**config.mk**
```make
export PLATFORM = sky130hd
export DESIGN_NAME = instr_feeder
export DESIGN_NICKNAME = d
export VERILOG_FILES = /design/src/rtl/instr_feeder.sv
export SDC_FILE = /design/constraint.sdc
export NUM_CORES = 1
export LEC_CHECK = 0
export ABC_AREA = 1
export CAP_MARGIN = 20
export CORE_ASPECT_RATIO = 1.25
export CORE_MARGIN = 2
export CORE_UTILIZATION = 52
export DETAILED_ROUTE_END_ITERATION = 10
export PLACE_DENSITY = 0.8
export SYNTH_ARGS = -nofsm -noshare
export SYNTH_HDL_FRONTEND = slang
export SYNTH_SLANG_ARGS = --single-unit
```
**constraint.sdc**
```tcl
create_clock -name Clock -period 7.85 [get_ports Clock]
set_input_delay 1.57 -clock Clock [delete_from_list [all_inputs] [get_ports Clock]]
set_output_delay 1.57 -clock Clock [all_outputs]
set_load 0.02 [all_outputs]
```
**src/rtl/instr_feeder.sv**
```systemverilog
// Program sequencer feeding instruction words and mvi immediates to the mini-processor.
// Optional wait-for-Done watchdog with an ERROR state is enabled by defining FEEDER_TIMEOUT_EN.
module instr_feeder #(
    parameter int DEPTH = 16,
    parameter int AW = 4
`ifdef FEEDER_TIMEOUT_EN
    ,
    parameter int TIMEOUT = 8
`endif
) (
    input  logic          Clock,
    input  logic          Reset,
    input  logic          Start,
    input  logic          Done,
    input  logic          prog_we,
    input  logic [AW-1:0] prog_addr,
    input  logic [7:0]    prog_data,
    input  logic [AW:0]   prog_len,
    output logic [7:0]    DIN,
    output logic          Run,
    output logic          Busy,
    output logic          Finished,
    output logic [AW:0]   PC,
    output logic          Err
);

`ifdef FEEDER_TIMEOUT_EN
    typedef enum logic [2:0] {
        S_IDLE   = 3'd0,
        S_ISSUE  = 3'd1,
        S_EXEC   = 3'd2,
        S_FINISH = 3'd3,
        S_ERROR  = 3'd4
    } state_t;
    localparam int CW = $clog2(TIMEOUT + 1);
`else
    typedef enum logic [2:0] {
        S_IDLE   = 3'd0,
        S_ISSUE  = 3'd1,
        S_EXEC   = 3'd2,
        S_FINISH = 3'd3
    } state_t;
`endif

    localparam logic [AW:0]   PC_ZERO = {(AW+1){1'b0}};
    localparam logic [AW:0]   PC_ONE  = {{AW{1'b0}}, 1'b1};
    localparam logic [AW:0]   PC_TWO  = {{(AW-1){1'b0}}, 2'b10};
    localparam logic [AW-1:0] A_ONE   = {{(AW-1){1'b0}}, 1'b1};
    localparam logic [1:0]    OP_MVI  = 2'b01;

    state_t           state_r;
    state_t           state_s;
    logic [7:0]       mem_r [DEPTH];
    logic [7:0]       cur_word_s;
    logic [AW:0]      pc_adv_s;
    logic [AW:0]      pc_s;
    logic             fin_s;
    logic [7:0]       next_word_s;
    logic [7:0]       next_imm_s;
    logic [AW-1:0]    imm_addr_s;
    logic [7:0]       din_s;
    logic             run_s;
    logic             busy_s;
`ifdef FEEDER_TIMEOUT_EN
    logic [CW-1:0]    wait_cnt_r;
    logic             timeout_s;
    logic             err_r;
    logic             err_s;
`endif

    // Program memory write port; only open while idle so a running program cannot change.
    always_ff @(posedge Clock) begin
        if (state_r == S_IDLE && prog_we) begin
            mem_r[prog_addr] <= prog_data;
        end
    end

    assign cur_word_s = mem_r[PC[AW-1:0]];
    assign pc_adv_s   = (cur_word_s[7:6] == OP_MVI) ? (PC + PC_TWO) : (PC + PC_ONE);

`ifdef FEEDER_TIMEOUT_EN
    assign timeout_s = (wait_cnt_r == CW'(TIMEOUT - 1));

    // Done watchdog: restarts on every entry into EXEC.
    always_ff @(posedge Clock or negedge Reset) begin
        if (!Reset) begin
            wait_cnt_r <= {CW{1'b0}};
        end else if (state_r != S_EXEC) begin
            wait_cnt_r <= {CW{1'b0}};
        end else if (!Done) begin
            wait_cnt_r <= wait_cnt_r + {{(CW-1){1'b0}}, 1'b1};
        end
    end
`endif

    // Next-state, next-PC and sticky Finished logic.
    always_comb begin
        state_s = state_r;
        pc_s    = PC;
        fin_s   = Finished;
        case (state_r)
            S_IDLE: begin
                if (Start) begin
                    pc_s    = PC_ZERO;
                    fin_s   = (prog_len == PC_ZERO);
                    state_s = (prog_len == PC_ZERO) ? S_FINISH : S_ISSUE;
                end else begin
                    state_s = S_IDLE;
                end
            end
            S_ISSUE: state_s = S_EXEC;
            S_EXEC: begin
                if (Done) begin
                    pc_s    = pc_adv_s;
                    fin_s   = (pc_adv_s >= prog_len);
                    state_s = (pc_adv_s >= prog_len) ? S_FINISH : S_ISSUE;
`ifdef FEEDER_TIMEOUT_EN
                end else if (timeout_s) begin
                    state_s = S_ERROR;
`endif
                end else begin
                    state_s = S_EXEC;
                end
            end
            S_FINISH: state_s = S_IDLE;
`ifdef FEEDER_TIMEOUT_EN
            S_ERROR: begin
                if (Start) begin
                    pc_s    = PC_ZERO;
                    fin_s   = (prog_len == PC_ZERO);
                    state_s = (prog_len == PC_ZERO) ? S_FINISH : S_ISSUE;
                end else begin
                    state_s = S_ERROR;
                end
            end
`endif
            default: state_s = S_IDLE;
        endcase
    end

    // The immediate sits one word after the mvi and wraps around the memory.
    assign next_word_s = mem_r[pc_s[AW-1:0]];
    assign imm_addr_s  = pc_s[AW-1:0] + A_ONE;
    assign next_imm_s  = mem_r[imm_addr_s];

    // Output values for the state being entered, so the registers line up with it.
    always_comb begin
        din_s  = 8'h00;
        run_s  = 1'b0;
        busy_s = 1'b0;
        case (state_s)
            S_ISSUE: begin
                din_s  = next_word_s;
                run_s  = 1'b1;
                busy_s = 1'b1;
            end
            S_EXEC: begin
                din_s  = (next_word_s[7:6] == OP_MVI) ? next_imm_s : 8'h00;
                busy_s = 1'b1;
            end
            default: begin
                din_s  = 8'h00;
                run_s  = 1'b0;
                busy_s = 1'b0;
            end
        endcase
    end

`ifdef FEEDER_TIMEOUT_EN
    assign err_s = (state_s == S_ERROR);
    assign Err   = err_r;
`else
    assign Err   = 1'b0;
`endif

    // State register.
    always_ff @(posedge Clock or negedge Reset) begin
        if (!Reset) begin
            state_r <= S_IDLE;
        end else begin
            state_r <= state_s;
        end
    end

    // Registered outputs.
    always_ff @(posedge Clock or negedge Reset) begin
        if (!Reset) begin
            DIN      <= 8'h00;
            Run      <= 1'b0;
            Busy     <= 1'b0;
            Finished <= 1'b0;
            PC       <= PC_ZERO;
`ifdef FEEDER_TIMEOUT_EN
            err_r    <= 1'b0;
`endif
        end else begin
            DIN      <= din_s;
            Run      <= run_s;
            Busy     <= busy_s;
            Finished <= fin_s;
            PC       <= pc_s;
`ifdef FEEDER_TIMEOUT_EN
            err_r    <= err_s;
`endif
        end
    end

endmodule
```
==> flow_summary_export.csv <==
group,metric,value,unit
clock_network,clk_pin_slew,0.06,ns
clock_network,htree_levels,4,
yosys,synth_top_area_cell,"edfxtp_1",
yosys,synth.distinct_cells,36,
clock_network,ctsHoldBuffers,0,
critical_path,crit_family,"buffers and inverters",
yosys,syn-cell-area,8200,µm²
detailed_routing,routed_wl,22000,µm
grt,grt_first_pass_wirelength,34300,µm
critical_path,cp.required,8.14,ns
floorplan,io_pins,39,
layout,n_antenna_cell,0,
critical_path,path_common_cell,"nor2_1",
timing,postLayoutSetupSlackWorst,3.18,ns
grt,gr-total-overflow,0,
critical_path,startpoint_type,"input pin",
clock_network,numCtsBuffers,17,
grt,grt_start_max_net_pins,115,
floorplan,dieArea,16800,µm²
yosys,synthArstFlopShare,12.3,%
critical_path,cp-end-kind,"register",
pwr,p_leak,3.59,nW
clock_network,postCtsSetupRepairBufs,0,
pwr,power_density,394,nW/µm²
yosys,yosysSeqAreaShare,52.3,%
place,dp_slack,2.53,ns
floorplan,fp.dieW,116,µm
layout,syn_to_final_growth,10.9,%
grt,first_global_vias,6658,
floorplan,core,15500,µm²
pwr,ir_worst_vdd,216,µV
clock_network,post_cts_resized,0,
grt,grt_antenna_before_repair,0,
layout,finalNetCount,988,
detailed_routing,met1_length,7840,µm
worst_hold_path,hp-class,"reg2reg",
critical_path,timing.setup.critical_path_class,"in2reg",
timing,post-route-period-util,59.5,%
floorplan,core.rowCount,51,
detailed_routing,dr_wl_met3,1750,µm
place,port_buffers,37,
detailed_routing,drtIter0Drc,832,
timing,setup_viol,0,
yosys,syn-num-nets,990,
detailed_routing,drt_first_pass_iters,6,
timing,period_minus_slack,4.67,ns
place,post-dp-hpwl,14000,µm
clock_network,cts_sinks,146,
detailed_routing,ant_nets,0,
floorplan,start_util,52.9,%
clock_network,cts_buffer_depth,2,
critical_path,arrival,4.95,ns
floorplan,die_h,144,µm
timing,tns,0,ns
timing,relSlewSlack,24.1,%
critical_path,cp_max_fo,37,
detailed_routing,wl_met2,11500,µm
detailed_routing,drc_errors,0,
yosys,ys_ff_latch,146,
clock_network,clockRootBuffer,"clkbuf_16",
yosys,synth_edf_count,128,
timing,drv_slew,0,
yosys,syn_inst,958,
yosys,yosysWarnings,0,
outcome,status,"finished, final reports clean",
detailed_routing,routed_via_density,6.11,
flow_run,drv_cap,0,
layout,drive_gt1_share,6.30,%
timing,clock_skew,0.00579,ns
detailed_routing,vias,7219,
detailed_routing,wl_per_cell,18.7,µm
critical_path,cp_slowest_cell,"inv_1",
grt,gr-usage-all-layers,27.1,%
critical_path,max_stage_delay,0.57,ns
place,gp_congestion,0.872,
yosys,synth_top_area_share,46.9,%
timing,worstMarginPinSlew,1.14,ns
place,place_area,8490,µm²
layout,fin_area,9090,µm²
timing,max_clock_freq,0.214,GHz
yosys,synth_top_flop_cell,"edfxtp_1",
detailed_routing,top_layer_used,"met4",
yosys,synth.avg_cell_area,8.56,µm²
timing,hold_viol,0,
clock_network,worstSkewPairLatency,0.42,ns
critical_path,crit_buf_inv,4,
timing,rsz0062_at_grt,"no",
critical_path,path_cells,"clkdlybuf4s50_1 > o21bai_1 > nand2_1 > nand2_4 > ha_1 > buf_4 > inv_1 > buf_8 > o21ai_1 > a21oi_1 > nor2_1 > nor2_1 > nor2_1 > nand2_1 > a21oi_1",
yosys,ys_top_cells_by_area,"edfxtp_1, nand3_1, nand2_1",
clock_network,cts_tree,"done",
==> area by class of cell <==
class | count | area [µm²]
sequential | 146 | 4290
tap | 212 | 265
inverter | 55 | 214
fill | 1313 | 6410
clock buffer | 17 | 425
multi-input combinational | 692 | 3310
timing repair buffer | 44 | 450
clock inverter | 15 | 133
==> where the power goes <==
part           total [mW]  switching, mW  leakage, nW  internal, mW
sequential          0.930         0.0440         1.39         0.886
clock               0.767          0.330        0.258         0.437
combinational        1.89           1.30         1.94         0.587
==> flip-flops by register name, summed over array words and instances, names as in the netlist <==
register  count
state_r       2
DIN           8
Finished      1
Run           1
Busy          1
mem_r       128
PC            5
==> logic make-up (layout without fill, tap and decap cells) <==
group | after synthesis | count (layout) | synth area share [%]
adders and majority gates | 10 | 10 | 1.53
xor gates and xnor gates | 4 | 4 | 0.427
DFF | 146 | 146 | 52.3
AOI/OAI and AO/OA | 45 | 45 | 2.96
buffers and inverters | 120 | 131 | 7.37
and+or+nand+nor | 632 | 632 | 35.3
other | 1 | 1 | 0.0457
==> tightest hold or removal path: cells and delay by family (launching register included) <==
kind             cells  cell delay, ns
flip-flops           1            0.34
AO/OA/AOI/OAI        1            0.10
AND/OR/NAND/NOR      1            0.05
==> Yosys cell counts (all sizes together), types with 2 or more instances <==
| cell | number |
|---|---|
| xor2 | 2 |
| o21ai | 18 |
| nand2 | 242 |
| inv | 54 |
| nor2 | 44 |
| xnor2 | 2 |
| nand3 | 342 |
| buf | 46 |
| ha | 10 |
| clkbuf | 19 |
| edfxtp | 128 |
| a21oi | 22 |
| dfrtp | 18 |
| o21a | 3 |
==> path summary, 6_finish.rpt <==
kind                       startpoint        to  slack [ns]  depth (start not counted)
max in group asynchronous       Reset    DIN[0]        5.51                          1
hold reg to reg              Finished  Finished        0.53                          2
setup / recovery                Start    DIN[2]        3.18                         15
setup reg to reg                PC[0]    DIN[3]        3.49                         22
min in group asynchronous       Reset     PC[4]        1.71                          1
hold / removal               Finished  Finished        0.53                          2
==> per-stage QoR <==
step	hold slack (ns)	utilization (%)	power, mW	instances
2_1_floorplan	0.583	-	2.35	958
3_3_place_gp	0.511	54.7	2.69	1146
3_5_place_dp	0.527	54.7	2.74	1146
4_1_cts	0.541	58.3	3.50	1178
5_1_grt	0.569	58.6	3.79	1181
6_report	0.531	58.6	3.58	1181
==> cells in the final DEF (no fill, tap or decap), types with 2 or more instances in the layout <==
| cell type | Yosys | final |
|---|---|---|
| a21oi_1 | 22 | 22 |
| buf_4 | 7 | 4 |
| clkbuf_16 | 0 | 17 |
| clkdlybuf4s50_1 | 0 | 37 |
| clkinv_1 | 1 | 3 |
| clkinv_4 | 0 | 2 |
| clkinvlp_4 | 0 | 5 |
| dfrtp_1 | 18 | 18 |
| edfxtp_1 | 128 | 128 |
| ha_1 | 10 | 10 |
| inv_1 | 51 | 51 |
| inv_6 | 1 | 5 |
| nand2_1 | 230 | 229 |
| nand2_2 | 9 | 9 |
| nand2_4 | 2 | 3 |
| nand3_1 | 337 | 337 |
| nand3_2 | 5 | 5 |
| nor2_1 | 43 | 43 |
| o21a_1 | 3 | 3 |
| o21ai_0 | 9 | 9 |
| o21ai_1 | 8 | 8 |
| xnor2_1 | 2 | 2 |
| xor2_1 | 2 | 2 |
==> metal layers <==
metal	GRT usage (%)	up-vias
met3	5.32	78
met5	0	-
met2	47.0	443
li1	-	3306
met4	14.3	0
met1	31.5	3392
(Power assumes the default switching activity.)
